### src/rtl/pong_vga_pkg.sv
// Shared VGA 640x480@60 timing constants, colour codes and game-state snapshot
// type for the PONG renderer.
package pong_vga_pkg;

  localparam logic [9:0] H_VISIBLE    = 10'd640;
  localparam logic [9:0] H_FRONT      = 10'd16;
  localparam logic [9:0] H_SYNC       = 10'd96;
  localparam logic [9:0] H_BACK       = 10'd48;
  localparam logic [9:0] H_TOTAL      = 10'd800;
  localparam logic [9:0] H_LAST       = H_TOTAL - 10'd1;
  localparam logic [9:0] H_SYNC_START = H_VISIBLE + H_FRONT;
  localparam logic [9:0] H_SYNC_END   = H_SYNC_START + H_SYNC;

  localparam logic [9:0] V_VISIBLE    = 10'd480;
  localparam logic [9:0] V_FRONT      = 10'd10;
  localparam logic [9:0] V_SYNC       = 10'd2;
  localparam logic [9:0] V_BACK       = 10'd33;
  localparam logic [9:0] V_TOTAL      = 10'd525;
  localparam logic [9:0] V_LAST       = V_TOTAL - 10'd1;
  localparam logic [9:0] V_SYNC_START = V_VISIBLE + V_FRONT;
  localparam logic [9:0] V_SYNC_END   = V_SYNC_START + V_SYNC;

  localparam logic [4:0] SCORE_MAX = 5'd15;

  // Colours packed as {R,G,B}, 4 bits each.
  localparam logic [11:0] COLOR_BLACK  = 12'h000;
  localparam logic [11:0] COLOR_WHITE  = 12'hFFF;
  localparam logic [11:0] COLOR_PLAT1  = 12'h0F0;
  localparam logic [11:0] COLOR_PLAT2  = 12'h00F;
  localparam logic [11:0] COLOR_SCORE  = 12'hFF0;
  localparam logic [11:0] COLOR_CENTRE = 12'h888;
  localparam logic [11:0] COLOR_WIN1   = 12'h040;
  localparam logic [11:0] COLOR_WIN2   = 12'h004;

  typedef struct packed {
    logic [9:0] ball_x;
    logic [9:0] ball_y;
    logic [9:0] plat1_x;
    logic [9:0] plat1_y;
    logic [9:0] plat1_h;
    logic [9:0] plat2_x;
    logic [9:0] plat2_y;
    logic [9:0] plat2_h;
    logic [3:0] score1;
    logic [3:0] score2;
    logic       win1;
    logic       win2;
  } game_state_t;

  function automatic logic [3:0] clamp_score(input logic [4:0] s);
    return (s > SCORE_MAX) ? SCORE_MAX[3:0] : s[3:0];
  endfunction

endpackage

### src/rtl/vga_timing.sv
// Pixel-rate divider and 800x525 raster counters; registers the counter view
// (h, v, de, hs, vs) one tick behind the free-running counters.
module vga_timing
  import pong_vga_pkg::*;
#(
  parameter int CLK_DIV = 2
) (
  input  logic       CLK,
  input  logic       RESET,
  output logic       pix_en,
  output logic [9:0] h,
  output logic [9:0] v,
  output logic       de,
  output logic       hs,
  output logic       vs,
  output logic       frame_start
);

  localparam int DIV_W = (CLK_DIV > 1) ? $clog2(CLK_DIV) : 1;
  localparam logic [DIV_W-1:0] DIV_LAST = DIV_W'(CLK_DIV - 1);

  logic [DIV_W-1:0] div_cnt;
  logic [9:0]       h_cnt;
  logic [9:0]       v_cnt;
  logic             h_wrap;
  logic             v_wrap;

  // Gating with RESET keeps ticks (and frame_start) silent while held in reset.
  assign pix_en      = RESET && (div_cnt == DIV_LAST);
  assign h_wrap      = (h_cnt == H_LAST);
  assign v_wrap      = (v_cnt == V_LAST);
  assign frame_start = pix_en && (h_cnt == '0) && (v_cnt == '0);

  always_ff @(posedge CLK) begin
    if (!RESET) begin
      div_cnt <= '0;
      h_cnt   <= '0;
      v_cnt   <= '0;
      h       <= '0;
      v       <= '0;
      de      <= 1'b0;
      hs      <= 1'b1;
      vs      <= 1'b1;
    end else begin
      div_cnt <= (div_cnt == DIV_LAST) ? '0 : div_cnt + 1'b1;
      if (pix_en) begin
        h_cnt <= h_wrap ? '0 : h_cnt + 10'd1;
        if (h_wrap) begin
          v_cnt <= v_wrap ? '0 : v_cnt + 10'd1;
        end
        h  <= h_cnt;
        v  <= v_cnt;
        de <= (h_cnt < H_VISIBLE) && (v_cnt < V_VISIBLE);
        hs <= !((h_cnt >= H_SYNC_START) && (h_cnt < H_SYNC_END));
        vs <= !((v_cnt >= V_SYNC_START) && (v_cnt < V_SYNC_END));
      end
    end
  end

endmodule

### src/rtl/pong_vga_renderer.sv
// PONG renderer: snapshots game state at vblank, draws ball, platforms, score
// bars, centre line and win flash into a registered 4-bit RGB VGA stream.
module pong_vga_renderer
  import pong_vga_pkg::*;
#(
  parameter int CLK_DIV   = 2,
  parameter int BALL_R    = 5,
  parameter int PLAT_W    = 5,
  parameter int FLASH_BIT = 5
) (
  input  logic       CLK,
  input  logic       RESET,
  input  logic [9:0] ballX,
  input  logic [9:0] ballY,
  input  logic [9:0] plat1X,
  input  logic [9:0] plat1Y,
  input  logic [9:0] plat1H,
  input  logic [9:0] plat2X,
  input  logic [9:0] plat2Y,
  input  logic [9:0] plat2H,
  input  logic [4:0] Score_1,
  input  logic [4:0] Score_2,
  input  logic       WIN1,
  input  logic       WIN2,
  output logic [3:0] VGA_R,
  output logic [3:0] VGA_G,
  output logic [3:0] VGA_B,
  output logic       VGA_HS,
  output logic       VGA_VS,
  output logic       frame_start
);

  localparam logic [10:0] BALL_R_W = 11'(BALL_R);
  localparam logic [10:0] PLAT_W_W = 11'(PLAT_W);

  logic        pix_en;
  logic [9:0]  h;
  logic [9:0]  v;
  logic        de;
  logic        hs;
  logic        vs;

  game_state_t snap;
  logic        snap_valid;
  logic [7:0]  frame_cnt;
  logic [11:0] rgb;
  logic [11:0] pix_color;

  logic [10:0] px, py;
  logic [10:0] d_left, d_right;
  logic        ball_hit, plat1_hit, plat2_hit, score_hit, centre_hit;
  logic        score_row, left_hit, right_hit, flash_on;

  vga_timing #(.CLK_DIV(CLK_DIV)) u_timing (
    .CLK         (CLK),
    .RESET       (RESET),
    .pix_en      (pix_en),
    .h           (h),
    .v           (v),
    .de          (de),
    .hs          (hs),
    .vs          (vs),
    .frame_start (frame_start)
  );

  // Snapshot and frame counter follow the registered raster view so that the
  // whole visible frame renders from one consistent state.
  always_ff @(posedge CLK) begin
    if (!RESET) begin
      snap       <= '0;
      snap_valid <= 1'b0;
      frame_cnt  <= '0;
    end else if (pix_en) begin
      if ((h == '0) && (v == V_VISIBLE)) begin
        snap.ball_x  <= ballX;
        snap.ball_y  <= ballY;
        snap.plat1_x <= plat1X;
        snap.plat1_y <= plat1Y;
        snap.plat1_h <= plat1H;
        snap.plat2_x <= plat2X;
        snap.plat2_y <= plat2Y;
        snap.plat2_h <= plat2H;
        snap.score1  <= clamp_score(Score_1);
        snap.score2  <= clamp_score(Score_2);
        snap.win1    <= WIN1;
        snap.win2    <= WIN2;
        snap_valid   <= 1'b1;
      end
      if ((h == H_LAST) && (v == V_LAST)) begin
        frame_cnt <= frame_cnt + 8'd1;
      end
    end
  end

  assign px = {1'b0, h};
  assign py = {1'b0, v};

  // All compares are add-only or guarded so that nothing can underflow.
  assign ball_hit = (px + BALL_R_W >= {1'b0, snap.ball_x}) && (px < {1'b0, snap.ball_x} + BALL_R_W) &&
                    (py + BALL_R_W >= {1'b0, snap.ball_y}) && (py < {1'b0, snap.ball_y} + BALL_R_W);

  assign plat1_hit = (px >= {1'b0, snap.plat1_x}) && (px < {1'b0, snap.plat1_x} + PLAT_W_W) &&
                     (py >= {1'b0, snap.plat1_y}) && (py <= {1'b0, snap.plat1_y} + {1'b0, snap.plat1_h});

  assign plat2_hit = (px >= {1'b0, snap.plat2_x}) && (px < {1'b0, snap.plat2_x} + PLAT_W_W) &&
                     (py >= {1'b0, snap.plat2_y}) && (py <= {1'b0, snap.plat2_y} + {1'b0, snap.plat2_h});

  assign score_row  = (py >= 11'd4) && (py < 11'd12);
  assign d_left     = px - 11'd32;
  assign d_right    = 11'd607 - px;
  assign left_hit   = (px >= 11'd32) && (d_left < 11'({snap.score2, 4'b0000})) && (d_left[3:0] < 4'd12);
  assign right_hit  = (px <= 11'd607) && (d_right < 11'({snap.score1, 4'b0000})) && (d_right[3:0] < 4'd12);
  assign score_hit  = score_row && (left_hit || right_hit);
  assign centre_hit = ((px == 11'd319) || (px == 11'd320)) && !py[3];
  assign flash_on   = frame_cnt[FLASH_BIT];

  always_comb begin
    pix_color = COLOR_BLACK;
    if (!de || !snap_valid) begin
      pix_color = COLOR_BLACK;
    end else if (ball_hit) begin
      pix_color = COLOR_WHITE;
    end else if (plat1_hit) begin
      pix_color = COLOR_PLAT1;
    end else if (plat2_hit) begin
      pix_color = COLOR_PLAT2;
    end else if (score_hit) begin
      pix_color = COLOR_SCORE;
    end else if (centre_hit) begin
      pix_color = COLOR_CENTRE;
    end else if (snap.win1 && flash_on) begin
      pix_color = COLOR_WIN1;
    end else if (snap.win2 && flash_on) begin
      pix_color = COLOR_WIN2;
    end
  end

  always_ff @(posedge CLK) begin
    if (!RESET) begin
      rgb    <= COLOR_BLACK;
      VGA_HS <= 1'b1;
      VGA_VS <= 1'b1;
    end else if (pix_en) begin
      rgb    <= pix_color;
      VGA_HS <= hs;
      VGA_VS <= vs;
    end
  end

  assign VGA_R = rgb[11:8];
  assign VGA_G = rgb[7:4];
  assign VGA_B = rgb[3:0];

endmodule

### config.mk
export PLATFORM = sky130hd
export DESIGN_NAME = pong_vga_renderer
export DESIGN_NICKNAME = d
export VERILOG_FILES = /design/src/rtl/pong_vga_pkg.sv /design/src/rtl/vga_timing.sv /design/src/rtl/pong_vga_renderer.sv
export SDC_FILE = /design/constraint.sdc
export NUM_CORES = 1
export LEC_CHECK = 0
export ABC_AREA = 0
export CAP_MARGIN = 20
export CORE_ASPECT_RATIO = 2
export CORE_UTILIZATION = 45
export CTS_CLUSTER_DIAMETER = 100
export DETAILED_ROUTE_END_ITERATION = 10
export PLACE_DENSITY = 0.7
export REMOVE_ABC_BUFFERS = 1
export SYNTH_ARGS = -nofsm -noshare
export SYNTH_HDL_FRONTEND = slang
export SYNTH_HIERARCHICAL = 1
export SYNTH_SLANG_ARGS = --single-unit
### constraint.sdc
create_clock -name CLK -period 4.7 [get_ports CLK]
set_clock_uncertainty 0.05 [all_clocks]
set_input_delay 0.47 -clock CLK [delete_from_list [all_inputs] [get_ports CLK]]
set_output_delay 0.47 -clock CLK [all_outputs]
set_load 0.05 [all_outputs]
==> impl_metrics.env <==
export IMPL_yosys_area_share_xor_xnor_pct=6.52
export IMPL_final_common_cell="nand2_1"
export IMPL_die_area_sq_mm=0.0245
export IMPL_drt_iter0_markers=401
export IMPL_rows=79
export IMPL_layout_common_cells="nand2_1 (221), ha_1 (162), dfxtp_1 (151)"
export IMPL_boundaryPins=109
export IMPL_cp_arrival_ps=4330
export IMPL_coreArea_sq_mm=0.0233
export IMPL_setup_violations=0
export IMPL_yosysTopAreaCell="dfxtp_1"
export IMPL_maxSlewHeadroom_pct=40.3
export IMPL_fmax_ghz=0.248
export IMPL_routedWlPerCell_um=15.6
export IMPL_tns_ps=0
export IMPL_worstPathRequired_ps=5000
export IMPL_synth_cell_types=69
export IMPL_cp_common_cell="a21oi_1"
export IMPL_wirelength_mm=26.1
export IMPL_cts_root_buf="clkbuf_16"
export IMPL_cts_max_level=4
export IMPL_grt_pass1_wl_mm=43.2
export IMPL_grt_pass1_vias=9356
export IMPL_rsz0062_at_grt="no"
export IMPL_path_max_fanout=8
export IMPL_startpoint_type="flop"
export IMPL_ys_flop_type="dfxtp_1"
export IMPL_end_kind="flop"
export IMPL_powerDensity_mw_per_mm2=221
export IMPL_die_w_um=111
export IMPL_hpwl_mm=20.3
export IMPL_clkSinkCount=151
export IMPL_grt_util_all_layers_pct=22.3
export IMPL_synth_cells=1293
export IMPL_vias=9240
export IMPL_cp_cell_sequence="ha_1 -> a21o_1 -> a21oi_1 -> o21bai_1 -> a21oi_1 -> o21ai_0 -> a21o_1 -> a21oi_1 -> xor2_1 -> ha_1 -> a21oi_1 -> nor3b_1 -> a221oi_2 -> nor4_2 -> nor2_1 -> a22o_1"
export IMPL_outcome="finished, violations left"
export IMPL_initial_core_util_pct=46.1
export IMPL_ys_ff_latch=151
export IMPL_synth_fa_ha_area_share_pct=19.2
export IMPL_post_cts_buffers=0
export IMPL_ys_top_cells_by_area="dfxtp_1 (28%), ha_1 (19%), nand2_1 (7.7%)"
export IMPL_antenna_left=0
export IMPL_grt_ovfl_total=0
export IMPL_numCtsBuffers=17
export IMPL_slowest_stage="nor4_2"
export IMPL_post_route_period_util_pct=85.8
export IMPL_cts_reportedPaths_clkPinSlew_ps=70
export IMPL_worst_path_buf_inv=0
export IMPL_cts_tree="yes"
export IMPL_synth_compound_area_share_pct=18.0
export IMPL_insertion_delay_ps=450
export IMPL_drc=16
export IMPL_syn2layout_area_growth_pct=17.0
export IMPL_die_y_um=221
export IMPL_grt_max_degree=89
export IMPL_muxShareOfSynthArea_pct=2.14
export IMPL_netlist_area_leader_share_pct=28.1
export IMPL_layout_nets=1630
export IMPL_drive_gt1_share_pct=4.26
export IMPL_clock_path_buffers=2
export IMPL_insertedDiodeCount=0
export IMPL_critical_path_top_delay_family="compound AO/OA/AOI/OAI gates"
export IMPL_port_buffers=108
export IMPL_synth_area_sq_mm=0.0107
export IMPL_fillers=2248
export IMPL_finalHoldViolCount=0
export IMPL_violations="design-rule violations"
export IMPL_cp_slowest_stage_delay_ps=600
export IMPL_antenna_found_initial=0
export IMPL_synthArstFlopShare_pct=0
export IMPL_synth_top_family_by_area="simple AND/OR/NAND/NOR gates"
export IMPL_yosys_warnings=6
export IMPL_hold_buffers=0
export IMPL_seq_area_frac_synth_pct=28.1
export IMPL_irDropWorstVdd_mv=0.242
export IMPL_crit_type="reg2reg"
export IMPL_gp_congestion=0.872
export IMPL_hold_path_class="reg2reg"
export IMPL_synth_edff_count=0
export IMPL_rrSetupSlack_ps=670
export IMPL_cts_resized=0
export IMPL_vias_per_cell=5.54
export IMPL_drtPass1Iterations=8
export IMPL_period_minus_slack_ps=4030
export IMPL_tightest_slew_ps=894
export IMPL_maxCapViolCount=0
export IMPL_avgSynthCellArea_sq_um=8.31
export IMPL_fin_hold_ws_ps=419
export IMPL_p_leak_uw=0.00478
export IMPL_yosys_area_share_simple_pct=20.2
export IMPL_slew_violations=0
[cells in the mapped netlist (25+ instances only)]
cell	number
nor2b_1	30
ha_1	162
clkbuf_1	38
nor2_1	34
a21oi_1	50
nor3_1	25
xnor2_1	57
inv_1	95
o21ai_0	52
nand3_1	25
a21boi_0	88
dfxtp_1	151
nand2_1	221
[worst min-delay path, stage by stage (launching register included)]
cell      delay [ps]
dfxtp_1          310
nand2_1           50
a21boi_0          60
[state kept, by name (all words and copies together) (netlist names)]
register,cells
snap,90
VGA_VS,1
u_timing/hs,1
u_timing/div_cnt,1
u_timing/v_cnt,10
u_timing/v,10
u_timing/h,10
u_timing/de,1
u_timing/h_cnt,10
rgb,8
frame_cnt,6
snap_valid,1
VGA_HS,1
u_timing/vs,1
[report_power, final]
group	switching [uW]	leakage [uW]	internal (uW)
clock network	593	0.000272	753
logic	52.3	0.00329	95.8
registers	3.21	0.00122	1280
[through the flow]
stage	cells	instance area [sq um]	util, %	setup WS [ps]	total power, uW
global placement	1636	12000	51.4	805	1460
detailed placement	1636	12000	51.4	694	1460
global route	1668	12600	53.9	345	2870
CTS	1668	12600	53.9	664	2810
finish	1668	12600	53.9	667	2780
floorplan	1237	10500	-	-360	1360
[area by class of cell]
type / count / area [sq um] / area share (%)
Clock buffer: 18 / 439 / 3.49
Clock inverter: 14 / 141 / 1.12
Inverter: 95 / 357 / 2.84
Multi-Input combinational cell: 991 / 7110 / 56.5
Sequential cell: 151 / 3020 / 24.0
Tap cell: 283 / 354 / 2.82
Timing Repair Buffer: 116 / 1150 / 9.16
[cells by family after synthesis]
logic type | after synthesis
AOI/OAI and AO/OA | 284
xor gates and xnor gates | 80
adders and majority gates | 164
buffers and inverters | 151
DFF | 151
muxes | 23
and+or+nand+nor | 440
[path summary, 6_finish.rpt]
kind                                             from               endpoint  cells after the start
worst max register to register  snap[11]$_SDFFE_PN0P_   rgb[11]$_SDFFE_PN0P_                     16
worst min register to register  snap[10]$_SDFFE_PN0P_  snap[10]$_SDFFE_PN0P_                      2
worst min-delay path            snap[10]$_SDFFE_PN0P_  snap[10]$_SDFFE_PN0P_                      2
worst max-delay path            snap[11]$_SDFFE_PN0P_   rgb[11]$_SDFFE_PN0P_                     16
[metal layers]
metal | wire length [um] | GRT usage (%)
met1 | 9420 | 20.6
met2 | 14700 | 45.2
met3 | 844 | 4.05
met4 | 1080 | 12.7
met5 | 0 | 0
Note: power is estimated with default switching activity, not from simulation.
